==> src/rtl/branch_resolver.sv <==
// rtl/branch_resolver.sv - conditional branch/jump resolver with optional taken counter (BRANCH_STATS_EN)
module branch_resolver #(
    parameter int CNT_W = 16
) (
    input  logic             clk,
    input  logic             rst_n,
    input  logic             ex_valid,
    output logic             ex_ready,
    input  logic [1:0]       br_type,
    input  logic             all_zero,
    input  logic [31:0]      pc,
    input  logic [31:0]      imm,
    output logic             target_valid,
    input  logic             target_ready,
    output logic [31:0]      target_pc,
    output logic             taken,
    output logic             flush,
    output logic [CNT_W-1:0] taken_count
);

    localparam logic [1:0] BR_NONE = 2'b00;
    localparam logic [1:0] BR_BEQ  = 2'b01;
    localparam logic [1:0] BR_BNE  = 2'b10;
    localparam logic [1:0] BR_JUMP = 2'b11;

    typedef enum logic [1:0] {
        IDLE    = 2'd0,
        RESOLVE = 2'd1,
        HOLD    = 2'd2
    } state_t;

    state_t      state;
    state_t      next_state;

    logic [1:0]  br_type_q;
    logic        all_zero_q;
    logic [31:0] pc_q;
    logic [29:0] imm_q;

    logic [31:0] pc4;
    logic [31:0] res_pc;
    logic        res_taken;

    // Immediate bits 31:30 fall off the word-offset shift and are never needed.
    logic        unused_imm_hi;
    assign unused_imm_hi = ^imm[31:30];

    // State register
    always_ff @(posedge clk or negedge rst_n) begin
        if (!rst_n) begin
            state <= IDLE;
        end else begin
            state <= next_state;
        end
    end

    // Next-state logic: one resolve cycle, then hold until fetch takes the PC
    always_comb begin
        next_state = state;
        case (state)
            IDLE:    if (ex_valid) next_state = RESOLVE;
            RESOLVE: next_state = HOLD;
            HOLD:    if (target_ready) next_state = IDLE;
            default: next_state = IDLE;
        endcase
    end

    // Capture the request; all_zero is frozen here so later flag changes are ignored
    always_ff @(posedge clk or negedge rst_n) begin
        if (!rst_n) begin
            br_type_q  <= BR_NONE;
            all_zero_q <= 1'b0;
            pc_q       <= '0;
            imm_q      <= '0;
        end else if (state == IDLE && ex_valid) begin
            br_type_q  <= br_type;
            all_zero_q <= all_zero;
            pc_q       <= pc;
            imm_q      <= imm[29:0];
        end
    end

    // Branch decision and target computation from the captured request
    always_comb begin
        pc4       = pc_q + 32'd4;
        res_taken = 1'b0;
        res_pc    = pc4;
        case (br_type_q)
            BR_BEQ:  res_taken = all_zero_q;
            BR_BNE:  res_taken = !all_zero_q;
            BR_JUMP: res_taken = 1'b1;
            default: res_taken = 1'b0;
        endcase
        if (br_type_q == BR_JUMP) begin
            res_pc = {pc4[31:28], imm_q[25:0], 2'b00};
        end else if (res_taken) begin
            res_pc = pc4 + {imm_q, 2'b00};
        end
    end

    // Registered handshake flags follow the next state so outputs never see inputs combinationally
    always_ff @(posedge clk or negedge rst_n) begin
        if (!rst_n) begin
            ex_ready     <= 1'b1;
            target_valid <= 1'b0;
        end else begin
            ex_ready     <= (next_state == IDLE);
            target_valid <= (next_state == HOLD);
        end
    end

    // Result registers; flush only fires on the resolve edge so it cannot repeat in HOLD
    always_ff @(posedge clk or negedge rst_n) begin
        if (!rst_n) begin
            target_pc <= '0;
            taken     <= 1'b0;
            flush     <= 1'b0;
        end else begin
            flush <= 1'b0;
            if (state == RESOLVE) begin
                target_pc <= res_pc;
                taken     <= res_taken;
                flush     <= res_taken;
            end
        end
    end

`ifdef BRANCH_STATS_EN
    logic [CNT_W-1:0] cnt_q;

    // Saturating count of taken results handed to fetch
    always_ff @(posedge clk or negedge rst_n) begin
        if (!rst_n) begin
            cnt_q <= '0;
        end else if (target_valid && target_ready && taken && (cnt_q != {CNT_W{1'b1}})) begin
            cnt_q <= cnt_q + {{(CNT_W-1){1'b0}}, 1'b1};
        end
    end

    assign taken_count = cnt_q;
`else
    assign taken_count = '0;
`endif

endmodule

==> config.mk <==
export PLATFORM = sky130hd
export DESIGN_NAME = branch_resolver
export DESIGN_NICKNAME = d
export VERILOG_FILES = /design/src/rtl/branch_resolver.sv
export SDC_FILE = /design/constraint.sdc
export NUM_CORES = 1
export LEC_CHECK = 0
export CAP_MARGIN = 10
export CORE_MARGIN = 10
export CORE_UTILIZATION = 47
export DETAILED_ROUTE_END_ITERATION = 8
export PLACE_DENSITY = 0.73
export SYNTH_ARGS = -nofsm -noshare
export SYNTH_HDL_FRONTEND = slang
export SYNTH_SLANG_ARGS = --single-unit
export TNS_END_PERCENT = 100
==> constraint.sdc <==
create_clock -name clk -period 5.02 [get_ports clk]
set_clock_uncertainty 0.15 [all_clocks]
set_input_delay 0.753 -clock clk [delete_from_list [all_inputs] [get_ports clk]]
set_output_delay 0.753 -clock clk [all_outputs]
set_load 0.03 [all_outputs]
==> Yosys cells after proc, flatten, opt, wreduce, memory -nomap -nowiden <==
Cells that the tools add are included.
{ "totals": {"register_bits": 103, "in_bits": 71, "elab_cells": 29} }
{ "classes": {"add_sub_neg": 2, "reduce_logical": 4, "muxes": 7, "n_eq_ne": 6} }
{ "ops": {"columns": ["cell", "count"], "rows": [
  ["$mux 32", 2],
  ["$add 32x3->32 const B", 1],
  ["$add 32x32->32", 1],
  ["$eq 2x2->1 const B", 4],
  ["$pmux 2 s3", 1],
  ["$eq 2x1->1 const B", 2],
  ["$logic_not 2->1", 2],
  ["$mux 2", 2],
  ["$pmux 1 s3", 1],
  ["$logic_and 1x1->1", 1],
  ["$logic_not 1->1", 1],
  ["$mux 1", 1]
]} }

==> Longest topological paths before layout <==
{ "logic_depth": {"ltp_word": 4, "depth_mapped": 17} }

==> Least setup slack after synthesis <==
Ideal clock, no wire load.
{ "synth_timing": {"path_type": "register -> register", "start": "register pc_q[4]", "end": "register target_pc[28]", "arrival_ns": 3.461, "n_path_buf": 0, "synth_period_minus_slack_ns": 3.736, "stages_incl_launch_ff": 18, "setup_slack_ns": 1.284, "required_time_ns": 4.745, "cell_sequence": "dfrtp_1 and3_1 and3_1 nand3_1 nor2_4 nand4_1 xnor2_1 ha_1 a21o_1 a21o_1 a21o_1 a21o_1 a21o_1 a2111oi_4 o311ai_1 nand3b_1 nor3b_1 o21ai_1"} }
{ "synth_via": {"elab_chain_cells": 4} }
{ "synth_rtl": {"columns": ["item", "line_no", "text"], "rows": [
  ["start, declared", "37", "logic [31:0] pc_q;"],
  ["start signal, assigned", "78", "pc_q <= pc;"],
  ["$add 32x3->32 (*)", "85", "pc4 = pc_q + 32'd4;"],
  ["$add 32x32->32", "97", "res_pc = pc4 + {imm_q, 2'b00};"],
  ["$mux 32", "96", "end else if (res_taken) begin"],
  ["$mux 32 (*)", "94", "if (br_type_q == BR_JUMP) begin"],
  ["end signal, assigned", "121", "target_pc <= res_pc;"],
  ["end, declared", "15", "output logic [31:0] target_pc,"]
]} }
Mark *: on every way between the ends. The rest lies on a longest branch, timed or not.
A chain may end at the register's enable or synchronous reset.

==> Final worst setup path <==
{ "layout_timing": {"start": "register pc_q[4]", "end": "register target_pc[19]"} }
{ "layout_via": {"elab_chain_cells": 4} }
{ "layout_rtl": {"columns": ["item", "line_no"], "rows": [
  ["$add 32x3->32 (*)", "85"],
  ["$add 32x32->32", "97"],
  ["$mux 32 (*)", "96"],
  ["$mux 32 (*)", "94"]
]} }
Marked as above.

==> summary.md <==
| Metric | Value |
|---|---|
| Run status | complete, no violations |
| Post-DP Area | 0.007585 sq mm |
| Synth warnings | 0 |
| P_int | 0.003557 W |
| Setup TNS | 0 ns |
| Clk network pwr share | 11.4% |
| Crit. Startpoint | pc_q[4] |
| Number of max-cap violations | 0 |
| Post-synthesis register bit count | 103 |
| N_diodes | 0 |
| Hold violation total from the final report | 0 |
| Fraction of registers with async set/reset | 100.0% |
| Vias in the first global route | 5279 |
| Clk buf depth | 2 |
| DP HPWL | 12.67 mm |
| Post-synth cell types | 65 |
| Sequential share of the synthesized area | 40.07% |
| Worst-Skew Late Latency | 0.36 ns |
| Number of nets in the layout | 856 |
| Total gr overflow | 0 |
| Reg area | 0.002579 sq mm |
| Post-Route WL | 16.50 mm |
| Initial antenna violation count | 0 |
| First-pass GRT wire length | 26.21 mm |
| Crit start category | register |
| DRC violation count after routing | 0 |
| Core area | 0.01335 sq mm |
| Maximum fanout along the worst path | 5 |
| Net switching power | 0.003032 W |
| Worst Setup Path Type | register to register |
| Max transition margin | 20.52% |
| Met1 Use GR | 23.94% |
| H-Tree Depth | 3 |
| Final worst slack | 0.7201 ns |
| GR peak layer | met2 |
| Synthesized area per cell | 9.870 sq um |
| GRT Total Usage | 17.58% |
| Critical Path RT | 5.13 ns |
| Switching part of the total power | 46.02% |
| Dpl ws | 0.7429 ns |
| Clock buffer count from CTS | 9 |
| Slowest Stage Delay on Critical Path | 0.41 ns |
| DR pass1 iterations | 7 |
| Setup-failing EPs final | 0 |
| Leak Pwr | 3.405 nW |
| Cell area after layout | 0.007903 sq mm |
| Port Buf Inserts | 104 |
| Root Driver | clkbuf_16 |
| Largest net degree at the start of global routing | 70 |
| Worst vdd ir | 0.3127 mV |
| Max Clock Freq | 0.2326 GHz |
| Sequential Power Share | 25.1% |
| Layout cells sized above 1 | 13.30% |
| Period minus WS final | 4.300 ns |
| Worst setup EP type | register |
| Slew of the pin with the lowest slew margin | 1.192 ns |
| Avg WL per Cell | 17.78 microns |
| DRT iter0 DRCs | 320 |
| RSZ-0062 raised after global routing | false |
| Filler Cells Inserted | 1139 |
| Fin crit share | 85.65% |
| Die ar. | 0.01877 sq mm |
| Power density cells | 833.7 mW/mm^2 |
| Top Ports | 123 |
| Critical Path, Cell by Cell | and3_1, and3_1, nand3_1, nor2_1, xor2_1, ha_1, a21oi_2, nand2_1, a221o_1, o21a_1, o21ai_0, nand2b_1, a221o_1, xnor2_1, o211a_1, o31ai_1 |
| Sink Count | 103 |
| Logic pwr share | 63.5% |
| Die span in y | 137.0 microns |
| ANT nets after route | 0 |
| Reg-to-reg startpoint | pc_q[4] |
| Clock-pin slew on the worst setup and hold paths | 0.07 ns |
| Vias/cell | 5.614 |
| Via count | 5210 |
| Max Slew Vio Count | 0 |
| Met2 global-route usage | 26.84% |
| PostCTS Resize Cnt | 0 |
| GP Congestion | 0.9034 |
| Placed cell count | 912 |
| Syn Inst Count | 652 |
| Post-synth EDFFs | 0 |
| Ys flop type | dfrtp_1 |
| Post-Syn Area | 0.006435 sq mm |
| Met3 global-route usage | 3.043% |
| Layout area overhead | 22.81% |
| Crit path max-delay cell type | dfrtp_1 |
| Area of the multi-input gates | 0.003684 sq mm |
| Postcts setup bufs | 0 |
| CTS tree | yes |
| Site Rows | 42 |
| Worst Path Arrival | 4.41 ns |
| Final Non-Filler Cells | 928 |
| Initial Utilization | 48.21% |
| Min-Delay Path Class | primary input to asynchronous set/reset pin |
| Hold buffers post-CTS | 0 |
| Die Wd | 137.0 microns |
-- per-stage QoR --
| step | hold WS, ns | power, W | utilization [%] |
|---|---|---|---|
| after global routing | 0.3582 | 0.007111 | 59.21 |
| after floorplan | 0.3074 | 0.004679 | - |
| final | 0.3056 | 0.006588 | 59.21 |
| after CTS | 0.3306 | 0.006590 | 59.21 |
| after detailed placement | 0.3196 | 0.005795 | 56.82 |
| after global placement | 0.3132 | 0.005655 | 56.82 |
-- final timing paths --
| path | endpoint | slack [ns] | cells after the start |
|---|---|---|---|
| max | target_pc[19] | 0.72 | 16 |
| min | pc_q[6] | 0.31 | 1 |
| max reg2reg | target_pc[19] | 0.72 | 16 |
| min reg2reg | target_pc[5] | 0.33 | 2 |
| max in group asynchronous | target_pc[11] | 3.35 | 2 |
| min in group clk | target_pc[5] | 0.33 | 2 |
-- layout make-up --
cell class | instances | share of cell area, %
multi-input combinational | 517 | 46.61
sequential | 103 | 32.63
timing repair buffer | 109 | 13.62
clock buffer | 13 | 3.167
tap | 176 | 2.787
clock inverter | 3 | 0.8550
inverter | 7 | 0.3325
-- state kept, by name, indices dropped and copies added, names as in the netlist --
signal and count:
target_valid 1, flush 1, pc_q 32, imm_q 30, taken 1, state 2, br_type_q 2, target_pc 32
all_zero_q 1, ex_ready 1
-- power by group through the flow --
stage	Combinational (W)	Clock [W]	Sequential (W)
CTS	0.00416	0.000770	0.00165
global route	0.00459	0.000800	0.00172
detailed placement	0.00413	0	0.00167
floorplan	0.00287	0	0.00181
global placement	0.00402	0	0.00164
finish	0.00418	0.000754	0.00165
-- Yosys cell counts (3+ instances only) --
master    instances  area share (%)
dfrtp_1         102              40
nand2_1          85             5.0
mux2_2           65              11
o21ai_0          44             3.4
ha_1             37             7.2
nor2_1           35             2.0
a21oi_1          31             2.4
xnor2_1          30             4.1
clkbuf_1         22             1.3
nand3_1          22             1.7
a21o_1           19             2.2
xor2_1           18             2.4
buf_4            16             1.9
and3_1           10            0.97
o211ai_1          9             1.0
inv_1             7            0.41
nand2b_1          5            0.49
nand4_1           5            0.49
nor3_1            5            0.39
o21ai_1           5            0.39
o22ai_1           5            0.49
mux2i_1           4            0.62
o21a_1            4            0.47
o21bai_1          4            0.47
o31ai_1           4            0.47
a221o_1           3            0.47
a31oi_1           3            0.29
and2_1            3            0.29
and4_1            3            0.41
nand3b_1          3            0.35
o311ai_0          3            0.41
-- routing by layer --
metal | vias up | share of wire [%]
li1 | 2512 | -
met1 | 2497 | 46
met2 | 176 | 44
met3 | 25 | 7.2
met4 | 0 | 2.3
met5 | - | 0
-- cells in the final DEF (no fill, tap or decap), types with 5 or more instances in the layout --
cell type	synthesis	layout
a21oi_1	31	31
o21ai_1	5	5
nand2_1	85	85
and3_1	10	10
xor2_1	18	18
xnor2_1	30	30
clkdlybuf4s50_1	0	103
nor3_1	5	5
clkbuf_16	0	9
o21ai_0	44	44
o211ai_1	9	9
mux2_2	65	65
nand4_1	5	5
o22ai_1	5	5
ha_1	37	37
buf_4	16	6
inv_1	7	7
a21o_1	19	19
dfrtp_1	102	102
nand3_1	22	22
conb_1	1	16
nor2_1	35	35
-- logic make-up after synthesis --
kind of cell / share of synthesized area [%]
other cells: 0.05828
fa+ha+maj: 7.505
mux: 12.00
simple gates: 14.06
buf+inv: 3.675
compound gates: 15.85
flops: 40.07
xor+xnor: 6.786
-- worst max-delay path, delay by kind of cell (launching register included) --
kind                     cells  cell delay [ns]
AO/OA/AOI/OAI                7             1.85
flip-flops                   1             0.41
AND/OR/NAND/NOR              6             1.02
XOR/XNOR                     2             0.42
adder cells (fa/ha/maj)      1             0.35
Power figures use the tool's default switching activity.
